### config.mk
export PLATFORM = sky130hd
export DESIGN_NAME = fetch_buffer
export DESIGN_NICKNAME = d
export VERILOG_FILES = /design/src/rtl/pipeline_pkg.sv /design/src/rtl/fetch_buffer.sv
export SDC_FILE = /design/constraint.sdc
export NUM_CORES = 1
export LEC_CHECK = 0
export ABC_AREA = 1
export BUFFER_PORTS_ARGS = -buffer_cell sky130_fd_sc_hd__buf_4
export CAP_MARGIN = 20
export CORE_MARGIN = 2
export CORE_UTILIZATION = 60
export CTS_BUF_LIST = sky130_fd_sc_hd__clkbuf_8
export CTS_CLUSTER_SIZE = 16
export DETAILED_ROUTE_END_ITERATION = 10
export GPL_TIMING_DRIVEN = 0
export PLACE_DENSITY = 0.87
export SYNTH_ARGS = -nofsm -noshare
export SYNTH_HDL_FRONTEND = slang
export SYNTH_SLANG_ARGS = --single-unit
export TNS_END_PERCENT = 50
### constraint.sdc
create_clock -name CLK -period 10.4 [get_ports CLK]
set_clock_uncertainty 0.15 [all_clocks]
set_input_delay 2.08 -clock CLK [delete_from_list [all_inputs] [get_ports CLK]]
set_output_delay 2.08 -clock CLK [all_outputs]
set_load 0.05 [all_outputs]
### src/rtl/pipeline_pkg.sv
// Shared pipeline types: the fetch/dispatch entry carried between the front-end stages.
package pipeline_pkg;

  localparam int unsigned FD_W = 32;

  typedef struct packed {
    logic [FD_W-1:0] instr;
    logic [FD_W-1:0] pc;
  } fd_t;

endpackage

### src/rtl/fetch_buffer.sv
// Circular instruction queue between fetch and dispatch. Outputs come only from
// registered state, so fetch and dispatch timing paths stay decoupled.
module fetch_buffer
  import pipeline_pkg::*;
#(
  parameter int DEPTH  = 4,
  parameter int WORD_W = FD_W
) (
  input  logic                     CLK,
  input  logic                     rst,
  input  logic                     flush,
  input  logic                     in_valid,
  input  logic [WORD_W-1:0]        in_instr,
  input  logic [WORD_W-1:0]        in_pc,
  output logic                     in_ready,
  output logic                     out_valid,
  output logic [WORD_W-1:0]        out_instr,
  output logic [WORD_W-1:0]        out_pc,
  input  logic                     out_ready,
  output logic [$clog2(DEPTH):0]   count
);

  localparam int PTR_W = $clog2(DEPTH);
  localparam int CNT_W = PTR_W + 1;

  fd_t              mem_q [DEPTH];
  logic [PTR_W-1:0] wr_ptr_q, wr_ptr_d;
  logic [PTR_W-1:0] rd_ptr_q, rd_ptr_d;
  logic [CNT_W-1:0] cnt_q, cnt_d;
  logic             push, pop;
  fd_t              wr_entry;
  fd_t              head;

  always_comb begin
    in_ready  = (cnt_q != CNT_W'(DEPTH));
    out_valid = (cnt_q != '0);
    push      = in_valid && in_ready;
    pop       = out_valid && out_ready;
    count     = cnt_q;

    head      = mem_q[rd_ptr_q];
    out_instr = out_valid ? WORD_W'(head.instr) : '0;
    out_pc    = out_valid ? WORD_W'(head.pc) : '0;

    wr_entry.instr = FD_W'(in_instr);
    wr_entry.pc    = FD_W'(in_pc);

    wr_ptr_d = push ? wr_ptr_q + PTR_W'(1) : wr_ptr_q;
    rd_ptr_d = pop  ? rd_ptr_q + PTR_W'(1) : rd_ptr_q;
    unique case ({push, pop})
      2'b10:   cnt_d = cnt_q + CNT_W'(1);
      2'b01:   cnt_d = cnt_q - CNT_W'(1);
      default: cnt_d = cnt_q;
    endcase
  end

  // Flush and reset only rewind the bookkeeping; stale storage is unreachable once cnt is 0.
  always_ff @(posedge CLK) begin
    if (rst || flush) begin
      wr_ptr_q <= '0;
      rd_ptr_q <= '0;
      cnt_q    <= '0;
    end else begin
      wr_ptr_q <= wr_ptr_d;
      rd_ptr_q <= rd_ptr_d;
      cnt_q    <= cnt_d;
      if (push) begin
        mem_q[wr_ptr_q] <= wr_entry;
      end
    end
  end

endmodule

==> results of run 1 <==
[per-stage QoR]
step	instances	total power [W]	hold slack (ns)	utilization, %
6_report	1271	0.002251	0.3772	74.25
5_1_grt	1271	0.002325	0.4272	74.25
4_1_cts	1271	0.002263	0.3796	74.25
3_5_place_dp	1197	0.001434	0.3494	69.61
3_3_place_gp	1189	0.001429	0.3297	68.50
2_1_floorplan	827	0.001345	0.3096	-
[worst max path at each step]
stage                         from           end  cells past startpoint
after floorplan           in_valid   mem_q[0][0]                      3
after global placement       flush   mem_q[3][4]                      4
after detailed placement  in_valid   mem_q[2][4]                      6
after CTS                 register  out_instr[4]                      6
after global routing      register    out_pc[12]                      6
final                     register  out_instr[9]                      6
[cell type report]
class	instances	area, µm²
clock inverter	32	216.5
clock buffer	42	578.1
inverter	20	75.07
tap	225	281.5
buffer	47	295.3
timing repair buffer	145	1189
multi-input combinational	495	2207
sequential	265	7868
fill	1061	4407
[cells by family (layout without fill, tap and decap cells)]
family,Yosys count,count (layout),synth area share [%]
flops,265,265,75.54
compound gates,198,198,9.539
simple gates,291,291,10.57
buf+inv,67,286,3.556
fa+ha+maj,6,6,0.7929
[cells in the mapped netlist]
library cell	number	area share, %
buf_1	3	0.11
inv_2	3	0.11
a21oi_1	67	3.2
nor2_1	271	9.8
clkbuf_1	14	0.50
ha_1	5	0.60
fa_1	1	0.19
dfxtp_1	9	1.7
o21ai_1	10	0.48
inv_1	17	0.61
buf_2	14	0.67
buf_6	11	1.2
nand2_1	15	0.54
nand3_1	4	0.19
edfxtp_1	256	74
o21ai_0	120	5.8
a21boi_0	1	0.072
buf_4	5	0.36
nand3b_1	1	0.072
[power groups by stage]
stage	combinational [W]	sequential [W]	clock [W]
after global routing	0.000239	0.00119	0.000897
final	0.000226	0.00119	0.000837
after detailed placement	0.000224	0.00121	0
after floorplan	0.000132	0.00121	0
after global placement	0.000217	0.00121	0
after CTS	0.000226	0.00119	0.000849
[flip-flops by register name, summed over array words and instances (netlist names), named ones only]
| signal | flops |
|---|---|
| mem_q | 256 |
| count | 3 |
| wr_ptr_q | 2 |
| rd_ptr_q | 2 |
[per-layer routing]
layer | vias to the layer above | track usage, %
met5 | - | 0
met4 | 0 | 8.738
met3 | 54 | 6.173
met2 | 344 | 44.36
met1 | 3353 | 31.34
li1 | 3295 | -
[cell usage in the layout (no fill, tap or decap), drive strengths merged]
master	synthesis	layout
nand3	4	4
fa	1	1
dfxtp	9	9
nand2	15	15
a21oi	67	67
clkbuf	14	56
o21ai	130	130
ha	5	5
a21boi	1	1
bufinv	0	3
buf	33	178
clkinv	0	19
nand3b	1	1
nor2	271	271
edfxtp	256	256
inv	20	30
[critical path, stage by stage, from the launching register on]
cell and delay [ns]:
dfxtp_1 0.35, inv_2 0.07, buf_4 0.18, clkbuf_1 0.42, o21ai_0 0.17, a21oi_1 0.24
buf_4 0.25
==> impl_results.md, run 1 <==
* Post-CTS Hold Buffers at 0
* Number of global-route vias before repair at about 6900
* GRT Overall Usage at 25.46%
* Die Span X at between 100 and 150 µm
* Avg Cell Area, Syn at about 13 µm²
* CTS H-tree lvls at 2
* Post-route cell area at 12710 µm²
* Routed WL at ~23000 µm
* Initial Util at approximately 61%
* FF-to-FF End: mem_q[2][4]
* DP Wirelength at 14310 µm
* Sequential element share of the synthesized area at approximately 76%
* Clock net sink count at 265
* Worst reg-to-reg path cell count at 6
* Internal at 0.001705 W
* GPL Wtd Cong at between 0.7 and 0.8
* Post-Syn Area at between 10000 and 15000 µm²
* Final hold violations at 0
* Via density at 5.544
* Uppermost layer routed: met4
* Initial antenna violation count at 0
* CP Capture Type: output port
* PD cells at approximately 180 nW/µm²
* Leak at 4.698 nW
* Worst-Margin Slew at a little under 0.6 ns
* Flop2flop setup slack at around 7.6 ns
* DR pass1 iterations at 5
* Setup Fix Bufs, Post-CTS at 0
* Largest net degree at the start of global routing at 31
* Synth warnings at 0
* Slew Limit Fails at 0
* IO buf count at 137
* Critical Path AT at between 2 and 2.5 ns
* Via count at approximately 7000
* Hold WC Path Type: register to register
* Remaining global-route overflow at 0
* Root buf cell: clkbuf_8
* Clock transition at the registers of the reported paths at approximately 0.060 ns
* Endpoint of the worst hold path: wr_ptr_q[1]
* Die height at between 100 and 150 µm
* Met3 WL post-DR at 2275 µm
* Met2 Routed Length at ~12000 µm
* Final-stage net count at 1090
* DR WL/cell at between 15 and 20 µm
* Seq cells post-synth at approximately 270
* Setup TNS Final at 0 ns
* Met1 wire length at roughly 8700 µm
* Flop pwr share at 52.8%
* VDD IR max at approximately 0.17 mV
* Hold path start: wr_ptr_q[1]
* I/O pin total at 138
* Ratio of cells with drive above 1 in the final layout at 22.75%
* First DRT Iteration DRCs at approximately 670
* Clk_lat worst skew at 0.53 ns
* Core area at approximately 17000 µm²
* Crit path launch type: register
* Part of the power in combinational logic at around a tenth
* Fin crit share at between 40% and 50%
* Crit Path Max Fanout at 10
* Area growth syn-to-layout at 22.03%
* Final min period at 4.439 ns
* Max-slew headroom at 61.03%
* CTS buffer count at about 40
* Post-DP Area at approximately 12000 µm²
* Global-route wire length before repair at 35090 µm
* Sw frac at between 20 and 25%
* Unrepaired setup endpoints after global routing: false
* Post-synthesis cell count at a little over 800
* CTS Buffer Depth at 3
* Clk network pwr share at 37.2%
* DP Worst Slack at between 5 and 6 ns
* Syn nets at roughly 900
* # rows at 48
* Final antenna-violating net count at 0
* Sw power at roughly 0.00055 W
* CTS resizes at 0
* CTS tree: built
* Final worst slack at approximately 6.0 ns
* Worst setup path class: register to output port
* Worst hold stages at 2
* # diodes at 0
* Peak Freq at roughly 0.23 GHz
* DIE AREA at between 15000 and 20000 µm²
* Critical path required time at approximately 8 ns
* DRC at 0
* Final setup fails at 0
* Library cells used by synthesis at 19
* Worst R2R Start: count[1]
* Max-cap viol count at 0
* Run status: completed
Power figures use the tool's default switching activity.
==> run 2, diff against run 1 <==
- CORE_UTILIZATION: 60 -> 54
- PLACE_DENSITY: 0.87 -> 0.82
- clock period: 10.4 -> 3.7 ns (I/O delays scaled with it)
==> run 2 against run 1 <==
  * Largest power group unchanged
  * Clock power grew to 2.9 times the previous value
  * Global-route usage down 2.7 points
  * Via count fell by 0.38%
  * Critical path depth unchanged
==> impl_results.md, run 2 (same netlist as run 1, synthesis figures left out) <==
* IO buf count at ~140
* Die Span X at 142.9 µm
* Clock net sink count at 265
* I/O pin total at between 100 and 150
* Number of global-route vias before repair at roughly 6900
* Core area at between 15000 and 20000 µm²
* DR WL/cell at approximately 18 µm
* Peak Freq at roughly 0.32 GHz
* Setup Fix Bufs, Post-CTS at 0
* Post-layout util at around two thirds
* Sw power at about 0.0015 W
* Hold WC Path Type: input port to register
* Worst-Margin Slew at between 0.7 and 0.8 ns
* Commonest non-fill, non-tap cell in the layout: nor2_1
* CTS H-tree lvls at 2
* Initial Util at around 55%
* First DRT Iteration DRCs at ~540
* PD cells at approximately 500 nW/µm²
* Final antenna-violating net count at 0
* Via count at between 7000 and 8000
* Global-route wire length before repair at roughly 35000 µm
* Root buf cell: clkbuf_8
* Flop pwr share at between 50% and 60%
* DR pass1 iterations at 5
* Flop2flop setup slack at slightly above 0.9 ns
* Via density at between 5 and 6
* DRC at 0
* # diodes at 0
* Critical Path AT at around 2.3 ns
* Final min period at 3.150 ns
* Crit path launch type: register
* # rows at 50
* Final setup fails at 0
* Most frequent cells in the layout: 267 x nor2_1, 256 x edfxtp_1, 142 x buf_4
* DIE AREA at around 20000 µm²
* GPL Wtd Cong at 0.7407
* Die height at 142.9 µm
* Leak at about 4.7 nW
* Internal at slightly below 0.005 W
* Met3 Use GR at 4.795%
* Area growth syn-to-layout at 22.86%
* Run status: completed
* Clock transition at the registers of the reported paths at roughly 0.06 ns
* FF-to-FF End: mem_q[2][60]
* Hold path start: in_pc[19]
* Met2 Usage GRT at 40.11%
* Met1 usage at ~28%
* CTS buffer count at a little over 40
* Max-slew headroom at about half
* Largest register FFs at 256
* Endpoint of the worst hold path: mem_q[3][19]
* Top reg by flops: mem_q
* Critical path required time at ~2.8 ns
* Part of the power in combinational logic at 9.9%
* Placed cell count at ~1200
* Ratio of cells with drive above 1 in the final layout at between 20% and 30%
* Worst R2R Start: count[1]
* Clk_lat worst skew at about 0.52 ns
* Unrepaired setup endpoints after global routing: false
* Worst setup path class: register to output port
* Remaining global-route overflow at 0
* GRT busiest layer: met2
* Max-cap viol count at 0
* Crit Path Max Fanout at 10
* Final hold violations at 0
* Fin crit share at between 80% and 90%
* CTS resizes at 0
* VDD IR max at 0.3413 mV
* CP Capture Type: output port
* Sw frac at a little under a quarter
* Slew Limit Fails at 0
* Initial antenna violation count at 0
* Worst reg-to-reg path cell count at 6
* Fin cells at 1307
* Post-CTS Hold Buffers at 0
* CTS Buffer Depth at 3
* Final-stage net count at 1090
* Worst hold stages at 1
* DP Wirelength at between 10000 and 15000 µm
* Routed WL at about 23000 µm
* Largest net degree at the start of global routing at 31
* Clk network pwr share at 38.0%
* CTS tree: built
* GRT Overall Usage at between 20% and 30%
## run 2: cell count changes in the layout (fill, tap and decap cells not counted), sizes merged
cell and delta:
clkbuf +1, bufinv +1, clkinvlp +1, clkinv -2
## run 2: per-layer routing
layer  vias to the layer above  wire length, µm
met5                         -                0
met4                         0              490
met3                        45             1860
met2                       335            11810
met1                      3341             8973
li1                       3298                -
## run 2: metrics by stage
stage | TNS (ns) | hold slack [ns] | instance area, µm² | total power (W) | setup slack (ns)
final | 0 | 0.2557 | 12800 | 0.006409 | 0.5500
after floorplan | -231.22 | 0.3096 | 10420 | 0.003779 | -0.9032
after CTS | 0 | 0.2210 | 12800 | 0.006443 | 0.5255
after global placement | -759.83 | 0.3342 | 11770 | 0.004019 | -2.987
after detailed placement | 0 | 0.3352 | 11970 | 0.004035 | 0.4726
after global routing | 0 | 0.2303 | 12800 | 0.006605 | 0.4138
## run 2: how the worst max path moves through the flow
stage / start / end
3_5_place_dp: flush / mem_q[2][4]
5_1_grt: register / out_pc[8]
6_report: register / out_pc[0]
3_3_place_gp: flush / mem_q[3][1]
2_1_floorplan: count[1] / mem_q[0][0]
4_1_cts: register / out_instr[8]
## run 2: area by class of cell
cell class,instances,area [µm²]
Timing Repair Buffer,145,1196
Clock inverter,32,237.7
Tap cell,260,325.3
Fill cell,1305,6035
Inverter,20,75.07
Buffer,47,295.3
Multi-Input combinational cell,495,2207
Sequential cell,265,7868
Clock buffer,43,591.8
## run 2: critical path, stage by stage, from the launching register on
cell and delay (ns):
dfxtp_1 0.33, inv_2 0.06, buf_4 0.20, clkbuf_1 0.42, o21ai_0 0.22, a21oi_1 0.25, buf_4 0.24
## run 2: power groups by stage
stage,registers (W),clock network (W),logic [W]
floorplan,0.00341,0,0.000370
global placement,0.00341,0,0.000613
detailed placement,0.00340,0,0.000634
CTS,0.00334,0.00247,0.000636
global route,0.00334,0.00259,0.000674
finish,0.00334,0.00243,0.000635
